==> config.mk <==
export PLATFORM = sky130hd
export DESIGN_NAME = mem_bus_arbiter
export DESIGN_NICKNAME = d
export VERILOG_FILES = /design/src/rtl/mem_bus_arbiter_pkg.sv /design/src/rtl/mem_bus_arbiter_rr_pick2.sv /design/src/rtl/mem_bus_arbiter.sv
export SDC_FILE = /design/constraint.sdc
export NUM_CORES = 1
export LEC_CHECK = 0
export CORE_ASPECT_RATIO = 1.2
export CORE_MARGIN = 2
export CORE_UTILIZATION = 25
export CTS_CLUSTER_SIZE = 20
export DETAILED_ROUTE_END_ITERATION = 7
export PLACE_DENSITY_LB_ADDON = 0.25
export SYNTH_ARGS = -nofsm -noshare
export SYNTH_HDL_FRONTEND = slang
export SYNTH_SLANG_ARGS = --single-unit
==> constraint.sdc <==
create_clock -name clk -period 2 [get_ports clk]
set_clock_uncertainty 0.15 [all_clocks]
set_input_delay 0.4 -clock clk [delete_from_list [all_inputs] [get_ports clk]]
set_output_delay 0.4 -clock clk [all_outputs]
set_load 0.02 [all_outputs]
==> src/rtl/mem_bus_arbiter_pkg.sv <==
// Shared definitions for the two-master memory bus arbiter: FSM state
// encoding, master indices and the system memory map bases.
package mem_bus_pkg;

  typedef enum logic [1:0] {
    ARB_IDLE   = 2'd0,
    ARB_ACCESS = 2'd1,
    ARB_RESP   = 2'd2
  } arb_state_e;

  // Bit positions of each master in grant/ack/winner vectors
  localparam int unsigned M_CPU = 0;
  localparam int unsigned M_DMA = 1;

  // Memory map bases, decoded downstream by the memory controller
  localparam logic [31:0] RAM_BASE  = 32'h1000_0000;
  localparam logic [31:0] KB_BASE   = 32'h2000_0000;
  localparam logic [31:0] DISP_BASE = 32'h3000_0000;

endpackage

==> src/rtl/mem_bus_arbiter_rr_pick2.sv <==
// Two-way round-robin selector: a lone requester wins outright, a tie goes
// to the master that was not served last. Purely combinational.
module rr_pick2
  import mem_bus_pkg::*;
(
  input  logic [1:0] req_i,
  input  logic       last_grant_i,  // 1 = m1 (DMA) was served last
  output logic [1:0] winner_o       // one-hot, 00 when nobody requests
);

  // Resolve the winner from the request pair and the last owner
  always_comb begin
    winner_o = 2'b00;
    if (req_i == 2'b11) begin
      if (last_grant_i) begin
        winner_o[M_CPU] = 1'b1;
      end else begin
        winner_o[M_DMA] = 1'b1;
      end
    end else begin
      winner_o = req_i;
    end
  end

endmodule

==> src/rtl/mem_bus_arbiter.sv <==
// Shares the memory controller's single CPU-side port between the CPU
// load/store unit (m0) and the DMA/blitter (m1). One transaction at a time:
// IDLE arbitration, ACCESS_CYCLES of held bus command, one RESP ack cycle.
module mem_bus_arbiter
  import mem_bus_pkg::*;
#(
  parameter int unsigned ACCESS_CYCLES = 1,
  parameter int unsigned ADDR_W        = 32,
  parameter int unsigned DATA_W        = 32
) (
  input  logic              clk,
  input  logic              rst_n,
  input  logic              m0_req,
  input  logic              m0_we,
  input  logic [ADDR_W-1:0] m0_addr,
  input  logic [DATA_W-1:0] m0_wdata,
  output logic              m0_ack,
  output logic [DATA_W-1:0] m0_rdata,
  input  logic              m1_req,
  input  logic              m1_we,
  input  logic [ADDR_W-1:0] m1_addr,
  input  logic [DATA_W-1:0] m1_wdata,
  output logic              m1_ack,
  output logic [DATA_W-1:0] m1_rdata,
  output logic [ADDR_W-1:0] bus_addr,
  output logic [DATA_W-1:0] bus_wdata,
  output logic              bus_read,
  output logic              bus_write,
  input  logic [DATA_W-1:0] bus_rdata,
  output logic [1:0]        grant,
  output logic              busy
);

  // Counter reload: the last ACCESS cycle is the one where cnt reaches zero
  localparam logic [3:0] CNT_LOAD = 4'(ACCESS_CYCLES - 1);

  arb_state_e        state_q;
  logic [3:0]        cnt_q;
  logic              last_grant_q;  // 1 = m1 served last
  logic [1:0]        grant_q;
  logic              busy_q;
  logic              we_q;          // latched direction, survives bus_write drop
  logic              bus_read_q;
  logic              bus_write_q;
  logic [ADDR_W-1:0] bus_addr_q;
  logic [DATA_W-1:0] bus_wdata_q;
  logic [1:0]        ack_q;
  logic [DATA_W-1:0] m0_rdata_q;
  logic [DATA_W-1:0] m1_rdata_q;

  logic [1:0]        winner_d;
  logic [ADDR_W-1:0] addr_d;
  logic [DATA_W-1:0] wdata_d;
  logic              we_d;
  logic [DATA_W-1:0] cap_d;

  rr_pick2 u_pick (
    .req_i        ({m1_req, m0_req}),
    .last_grant_i (last_grant_q),
    .winner_o     (winner_d)
  );

  // Steer the winning master's command toward the bus registers
  always_comb begin
    if (winner_d[M_DMA]) begin
      addr_d  = m1_addr;
      wdata_d = m1_wdata;
      we_d    = m1_we;
    end else begin
      addr_d  = m0_addr;
      wdata_d = m0_wdata;
      we_d    = m0_we;
    end
  end

  // Completion data: memory read data for reads, zero for writes
  always_comb begin
    if (we_q) begin
      cap_d = {DATA_W{1'b0}};
    end else begin
      cap_d = bus_rdata;
    end
  end

  // Arbitration FSM; every bus and master-facing output is registered here
  always_ff @(posedge clk or negedge rst_n) begin
    if (!rst_n) begin
      state_q      <= ARB_IDLE;
      cnt_q        <= 4'd0;
      last_grant_q <= 1'b1;
      grant_q      <= 2'b00;
      busy_q       <= 1'b0;
      we_q         <= 1'b0;
      bus_read_q   <= 1'b0;
      bus_write_q  <= 1'b0;
      bus_addr_q   <= {ADDR_W{1'b0}};
      bus_wdata_q  <= {DATA_W{1'b0}};
      ack_q        <= 2'b00;
      m0_rdata_q   <= {DATA_W{1'b0}};
      m1_rdata_q   <= {DATA_W{1'b0}};
    end else begin
      case (state_q)
        ARB_IDLE: begin
          if (winner_d != 2'b00) begin
            bus_addr_q   <= addr_d;
            bus_wdata_q  <= wdata_d;
            we_q         <= we_d;
            bus_read_q   <= ~we_d;
            bus_write_q  <= we_d;
            grant_q      <= winner_d;
            busy_q       <= 1'b1;
            last_grant_q <= winner_d[M_DMA];
            cnt_q        <= CNT_LOAD;
            state_q      <= ARB_ACCESS;
          end else begin
            state_q <= ARB_IDLE;
          end
        end
        ARB_ACCESS: begin
          // Writes strobe for one cycle only so peripherals see a single write
          bus_write_q <= 1'b0;
          if (cnt_q == 4'd0) begin
            bus_read_q  <= 1'b0;
            bus_addr_q  <= {ADDR_W{1'b0}};
            bus_wdata_q <= {DATA_W{1'b0}};
            if (grant_q[M_DMA]) begin
              m1_rdata_q <= cap_d;
            end else begin
              m0_rdata_q <= cap_d;
            end
            ack_q   <= grant_q;
            state_q <= ARB_RESP;
          end else begin
            cnt_q <= cnt_q - 4'd1;
          end
        end
        ARB_RESP: begin
          ack_q   <= 2'b00;
          grant_q <= 2'b00;
          busy_q  <= 1'b0;
          state_q <= ARB_IDLE;
        end
        default: begin
          ack_q       <= 2'b00;
          grant_q     <= 2'b00;
          busy_q      <= 1'b0;
          bus_read_q  <= 1'b0;
          bus_write_q <= 1'b0;
          bus_addr_q  <= {ADDR_W{1'b0}};
          bus_wdata_q <= {DATA_W{1'b0}};
          state_q     <= ARB_IDLE;
        end
      endcase
    end
  end

  assign m0_ack    = ack_q[M_CPU];
  assign m1_ack    = ack_q[M_DMA];
  assign m0_rdata  = m0_rdata_q;
  assign m1_rdata  = m1_rdata_q;
  assign bus_addr  = bus_addr_q;
  assign bus_wdata = bus_wdata_q;
  assign bus_read  = bus_read_q;
  assign bus_write = bus_write_q;
  assign grant     = grant_q;
  assign busy      = busy_q;

endmodule

==> flow_metrics.env, run 1 <==
export IMPL_synth_avg_cell_area_um2=13.8
export IMPL_violations="setup timing"
export IMPL_num_antenna_cells=0
export IMPL_cp_data_arrival_time_ps=2210
export IMPL_fp_dieArea_mm2=0.0261
export IMPL_ys_top_cells_by_area="dfrtp_1 (57%), mux2_2 (11%), mux2i_1 (11%)"
export IMPL_syn_instance_count=450
export IMPL_yosysTopAreaCell="dfrtp_1"
export IMPL_synth_nets=617
export IMPL_ys_types=34
export IMPL_maxSlewViolCount=0
export IMPL_post_route_period_util_pct=103
export IMPL_critical_path_class="reg -> reg"
export IMPL_routed_wl_um=19700
export IMPL_start_util_pct=25.3
export IMPL_cp_data_required_time_ps=2150
export IMPL_dp_hpwl_um=13700
export IMPL_ios=301
export IMPL_timing_hold_violations_final=0
export IMPL_setup_violations=33
export IMPL_netlist_area_mm2=0.00620
export IMPL_first_pass_iters=6
export IMPL_coreArea_mm2=0.0245
export IMPL_multi_input_area_mm2=0.00258
export IMPL_grt_usage_pct=15.0
export IMPL_clk_pin_slew_ps=70
export IMPL_cts_inserted_buffers=17
export IMPL_detail_route_wl_per_cell_um=17.4
export IMPL_synth_top_family_by_area="multiplexers"
export IMPL_critPathMaxStageDelay_ps=390
export IMPL_startpoint_type="register"
export IMPL_r2r_end="m0_rdata[25]"
export IMPL_place_worst_setup_slack_ps=-147
export IMPL_ys_seq_area_share_pct=57.7
export IMPL_cpMaxStageDelayCell="dfrtp_1"
export IMPL_cts_sinks=143
export IMPL_run_status="complete, but fails checks"
export IMPL_antenna_left=0
export IMPL_port_buffers=300
export IMPL_routed_via_density=4.40
export IMPL_register_area_mm2=0.00358
export IMPL_powerDensity_mw_per_mm2=1600
export IMPL_grt_max_degree=37
export IMPL_tritoncts="built"
export IMPL_peakVddDrop_mv=0.671
export IMPL_vias=4974
export IMPL_slew_headroom_pct=72.5
export IMPL_clk_latency_ps=410
export IMPL_min_path_type="in -> async"
export IMPL_antenna_found_initial=0
export IMPL_r2r_setup_slack_ps=-60
export IMPL_synth_common_cells="dfrtp_1 (142), mux2i_1 (67), o2bb2ai_1 (64)"
export IMPL_fillerInstances=2282
export IMPL_reg2reg_depth=7
export IMPL_route_detailed_drc=0
export IMPL_ys_ff_latch=143
export IMPL_yosys_area_share_simple_pct=5.20
export IMPL_rsz0062_at_grt="yes"
export IMPL_r2r_start="cnt_q[0]"
export IMPL_drive_gt1_share_pct=20.3
export IMPL_setup_ws_ps=-59.3
export IMPL_report_power_total_mw=17.4
export IMPL_synthAdderAreaFrac_pct=0.202
export IMPL_die_h_um=177
export IMPL_post_route_min_period_ps=2060
export IMPL_synth_most_common_cell="dfrtp_1"
export IMPL_drt_initial_drc_count=149
export IMPL_die_w_um=148
export IMPL_holdWs_ps=325
export IMPL_cts_root_buf="clkbuf_16"
export IMPL_crit_fanout=8
export IMPL_path_cells="inv_2, ha_4, or3b_4, nor3_4, buf_6, clkbuf_16, mux2_2"
export IMPL_leakagePower_nw=4.82
export IMPL_synth_xor_area_share_pct=0
export IMPL_synth_mux_area_fraction_pct=22.4
export IMPL_yosys_warnings=0
export IMPL_worstSetupEndpointType="register"
export IMPL_clockBufferDepth=2
export IMPL_tns_ps=-906
export IMPL_num_rows=63
export IMPL_htreeDepth=4
export IMPL_fmax_mhz=486
export IMPL_cap_violations=0
export IMPL_synthArstFlopShare_pct=100
export IMPL_grt_pass1_vias=5200
export IMPL_synth_top_area_share_pct=57.3
export IMPL_grt_remaining_overflow=0
export IMPL_max_slew_worst_pin_slew_ps=413
export IMPL_gp_congestion=0.735
export IMPL_finalNetCount=961
export IMPL_area_growth_pct=75.8
export IMPL_synth_main_ff_cell="dfrtp_1"
export IMPL_synth_compound_area_share_pct=11.5
export IMPL_grt_pass1_wl_um=30400
export IMPL_synth_edf_count=0
cell families after synthesis:
family / count (synthesis)
buf+inv: 37
simple gates: 51
fa+ha+maj: 1
mux: 131
flops: 143
compound gates: 87
cell type report:
class | count | share of cell area, %
sequential | 143 | 32.8
tap | 325 | 3.73
clock inverter | 14 | 1.89
clock buffer | 17 | 3.90
multi-input combinational | 270 | 23.7
timing repair buffer | 357 | 33.8
inverter | 5 | 0.172
stage by stage:
stage | util (%) | std cells | cell area [um2]
2_1_floorplan | - | 450 | 6200
3_3_place_gp | 40.6 | 1083 | 9950
3_5_place_dp | 40.6 | 1083 | 9950
4_1_cts | 44.0 | 1128 | 10800
5_1_grt | 44.5 | 1131 | 10900
6_report | 44.5 | 1131 | 10900
state kept, by name, indices dropped and copies added (netlist names):
register      count
busy              1
m0_rdata         32
cnt_q             4
bus_write         1
ack_q             2
state_q           2
bus_wdata        32
last_grant_q      1
grant             2
we_q              1
m1_rdata         32
bus_addr         32
bus_read          1
critical path: cells and delay by family (launching register included):
kind | cells | cell delay [ps]
mux | 1 | 330
fa+ha+maj | 1 | 130
simple gates | 2 | 540
flops | 1 | 390
buf+inv | 3 | 400
how the worst max path moves through the flow:
stage | start | end | slack, ps | cells past startpoint
2_1_floorplan | cnt_q[0] | m0_rdata[10] | 3 | 6
3_3_place_gp | m1_req | bus_write | -180 | 6
3_5_place_dp | m1_req | bus_write | -150 | 6
4_1_cts | cnt_q[1] | m0_rdata[4] | -50 | 7
5_1_grt | cnt_q[1] | m0_rdata[19] | -120 | 7
6_report | cnt_q[0] | m0_rdata[25] | -60 | 7
power by group:
part / internal, mW / switching (mW) / total, mW
combinational: 4.68 / 4.36 / 9.03
clock: 2.11 / 1.35 / 3.46
sequential: 4.20 / 0.712 / 4.91
total: 11.0 / 6.42 / 17.4
placed cells by master, fill, tap and decap left out, types with 4 or more instances in the layout:
| cell | count |
|---|---|
| a21oi_1 | 4 |
| buf_12 | 13 |
| buf_4 | 38 |
| bufinv_16 | 4 |
| clkbuf_16 | 18 |
| clkdlybuf4s50_1 | 275 |
| dfrtp_1 | 142 |
| dlygate4sd2_1 | 10 |
| dlymetal6s2s_1 | 14 |
| inv_6 | 4 |
| mux2_2 | 39 |
| mux2_4 | 24 |
| mux2i_1 | 67 |
| nor2_1 | 6 |
| nor2b_1 | 33 |
| o21ai_0 | 5 |
| o2bb2ai_1 | 64 |
per-layer routing:
layer  GRT usage, %  part of all wire, %  vias to the layer above
li1               -                    -                     2344
met1           19.1                   43                     2434
met2           24.7                   49                      184
met3           4.73                  7.6                       12
met4           3.73                 0.89                        0
met5              0                    0                        -
what timing repair did:
item	4_1_cts	5_1_grt
cloned	2	1
pin swaps	0	1
endpoints found under the setup margin	42	46
endpoints found under the hold margin	31	0
buffers inserted	11	2
gates resized for setup	31	23
hold buffers	1	0
No activity file was read; power rests on OpenSTA's default activity.
==> run 2, diff against run 1 <==
--- a/config.mk
+++ b/config.mk
@@ -5,11 +5,13 @@
 export SDC_FILE = /design/constraint.sdc
 export NUM_CORES = 1
 export LEC_CHECK = 0
+export CAP_MARGIN = 20
 export CORE_ASPECT_RATIO = 1.2
 export CORE_MARGIN = 2
 export CORE_UTILIZATION = 25
 export CTS_CLUSTER_SIZE = 20
 export DETAILED_ROUTE_END_ITERATION = 7
+export DONT_BUFFER_PORTS = 1
 export PLACE_DENSITY_LB_ADDON = 0.25
 export SYNTH_ARGS = -nofsm -noshare
 export SYNTH_HDL_FRONTEND = slang
==> flow_metrics.env, run 2 (synthesis gave the netlist of run 1 again) <==
export IMPL_port_buffers=0
export IMPL_critical_path_class="reg -> reg"
export IMPL_tritoncts="built"
export IMPL_r2r_start="cnt_q[0]"
export IMPL_startpoint_type="register"
export IMPL_routed_wl_um=16200
export IMPL_layout_commonest_cell="dfrtp_1"
export IMPL_grt_pass1_vias=3956
export IMPL_r2r_end="m0_rdata[12]"
export IMPL_cts_root_buf="clkbuf_16"
export IMPL_ios=301
export IMPL_setup_violations=32
export IMPL_drive_gt1_share_pct=28.6
export IMPL_cpMaxStageDelayCell="or3b_4"
export IMPL_antenna_left=0
export IMPL_dp_cells=761
export IMPL_die_h_um=177
export IMPL_drt_initial_drc_count=130
export IMPL_crit_fanout=8
export IMPL_cp_data_required_time_ps=2150
export IMPL_holdWs_ps=-473
export IMPL_violations="hold timing, setup timing"
export IMPL_fin_cells=809
export IMPL_start_util_pct=25.3
export IMPL_powerDensity_mw_per_mm2=1930
export IMPL_final_area_mm2=0.00766
export IMPL_dp_hpwl_um=10500
export IMPL_first_pass_iters=4
export IMPL_slew_headroom_pct=73.1
export IMPL_max_slew_worst_pin_slew_ps=393
export IMPL_reg2reg_depth=7
export IMPL_placed_cell_area_mm2=0.00670
export IMPL_fmax_mhz=475
export IMPL_grt_usage_pct=11.7
export IMPL_min_path_type="in -> async"
export IMPL_clk_pin_slew_ps=60
export IMPL_clockBufferDepth=2
export IMPL_num_rows=63
export IMPL_vias=3816
export IMPL_peakVddDrop_mv=0.659
export IMPL_clk_latency_ps=420
export IMPL_report_power_total_mw=14.8
export IMPL_cts_inserted_buffers=17
export IMPL_grt_max_degree=144
export IMPL_cap_violations=0
export IMPL_critical_path_top_delay_family="simple AND/OR/NAND/NOR gates"
export IMPL_grt_remaining_overflow=0
export IMPL_grt_pass1_wl_um=23200
export IMPL_timing_hold_violations_final=143
export IMPL_run_status="complete, but fails checks"
export IMPL_maxSlewViolCount=0
export IMPL_path_cells="inv_2, ha_4, or3b_4, nor3_4, buf_6, clkbuf_16, mux2_4"
export IMPL_final_cell_mix="dfrtp_1 (142), mux2i_1 (67), o2bb2ai_1 (64)"
export IMPL_place_worst_setup_slack_ps=-56.1
export IMPL_die_w_um=148
export IMPL_finalNetCount=637
export IMPL_htreeDepth=4
export IMPL_routed_via_density=4.72
export IMPL_coreArea_mm2=0.0245
export IMPL_worstSetupEndpointType="register"
export IMPL_critPathMaxStageDelay_ps=390
export IMPL_antenna_found_initial=1
export IMPL_fp_dieArea_mm2=0.0261
export IMPL_area_growth_pct=23.5
export IMPL_leakagePower_nw=3.32
export IMPL_post_route_min_period_ps=2110
export IMPL_detail_route_wl_per_cell_um=20.0
export IMPL_post_route_period_util_pct=105
export IMPL_rsz0062_at_grt="yes"
export IMPL_cts_sinks=143
export IMPL_setup_ws_ps=-105
export IMPL_gp_congestion=0.762
export IMPL_cp_data_arrival_time_ps=2260
export IMPL_crit_buf_inv=3
export IMPL_startpoint="cnt_q[0]"
export IMPL_route_detailed_drc=0
export IMPL_r2r_setup_slack_ps=-110
[run 2: cell count changes in the layout (fill, tap and decap cells not counted), sizes merged]
| cell | change |
|---|---|
| clkinv | +3 |
| diode | +1 |
| clkdlybuf4s50 | -275 |
| clkbuf | +8 |
| bufinv | -2 |
| dlygate4sd3 | +4 |
| inv | -4 |
| buf | -33 |
| dlymetal6s2s | -14 |
| dlygate4sd2 | -10 |
[run 2: how the worst max path moves through the flow]
stage,endpoint,cells past startpoint
floorplan,m0_rdata[10],6
global placement,m0_rdata[11],6
detailed placement,m0_rdata[27],6
CTS,m0_rdata[3],7
global route,m0_rdata[24],7
finish,m0_rdata[12],7
[run 2: routing by layer]
layer	GRT usage, %	routed length [um]
met1	12.8	6100
met2	19.8	8340
met3	5.06	1500
met4	4.85	263
met5	0	0
[run 2: what timing repair did]
item,4_1_cts,5_1_grt
setup endpoints to repair,32,40
hold buffers,4,1
cloned,1,5
resized for setup,1,33
endpoints found under the hold margin,146,144
pin swaps,0,2
buffers inserted,2,3
[run 2: area by class of cell]
type                            count  area (um2)
Multi-Input combinational cell    270        2590
Inverter                            5        18.8
Antenna cell                        1        2.50
Tap cell                          325         407
Sequential cell                   143        3580
Clock buffer                       21         470
Timing Repair Buffer               33         455
Clock inverter                     11         131
Fill cell                        2407       16900
[run 2: stage by stage]
| step | TNS (ps) | utilization (%) |
|---|---|---|
| 2_1_floorplan | 0 | - |
| 3_3_place_gp | -196 | 27.3 |
| 3_5_place_dp | -1480 | 27.3 |
| 4_1_cts | -2250 | 30.1 |
| 5_1_grt | -4810 | 31.2 |
| 6_report | -2700 | 31.2 |
[run 2: report_power, final]
| part | switching, mW | leakage [nW] | internal, mW |
|---|---|---|---|
| clock | 1.27 | 0.286 | 1.94 |
| sequential | 2.49 | 1.83 | 4.19 |
| combinational | 2.23 | 1.20 | 2.65 |
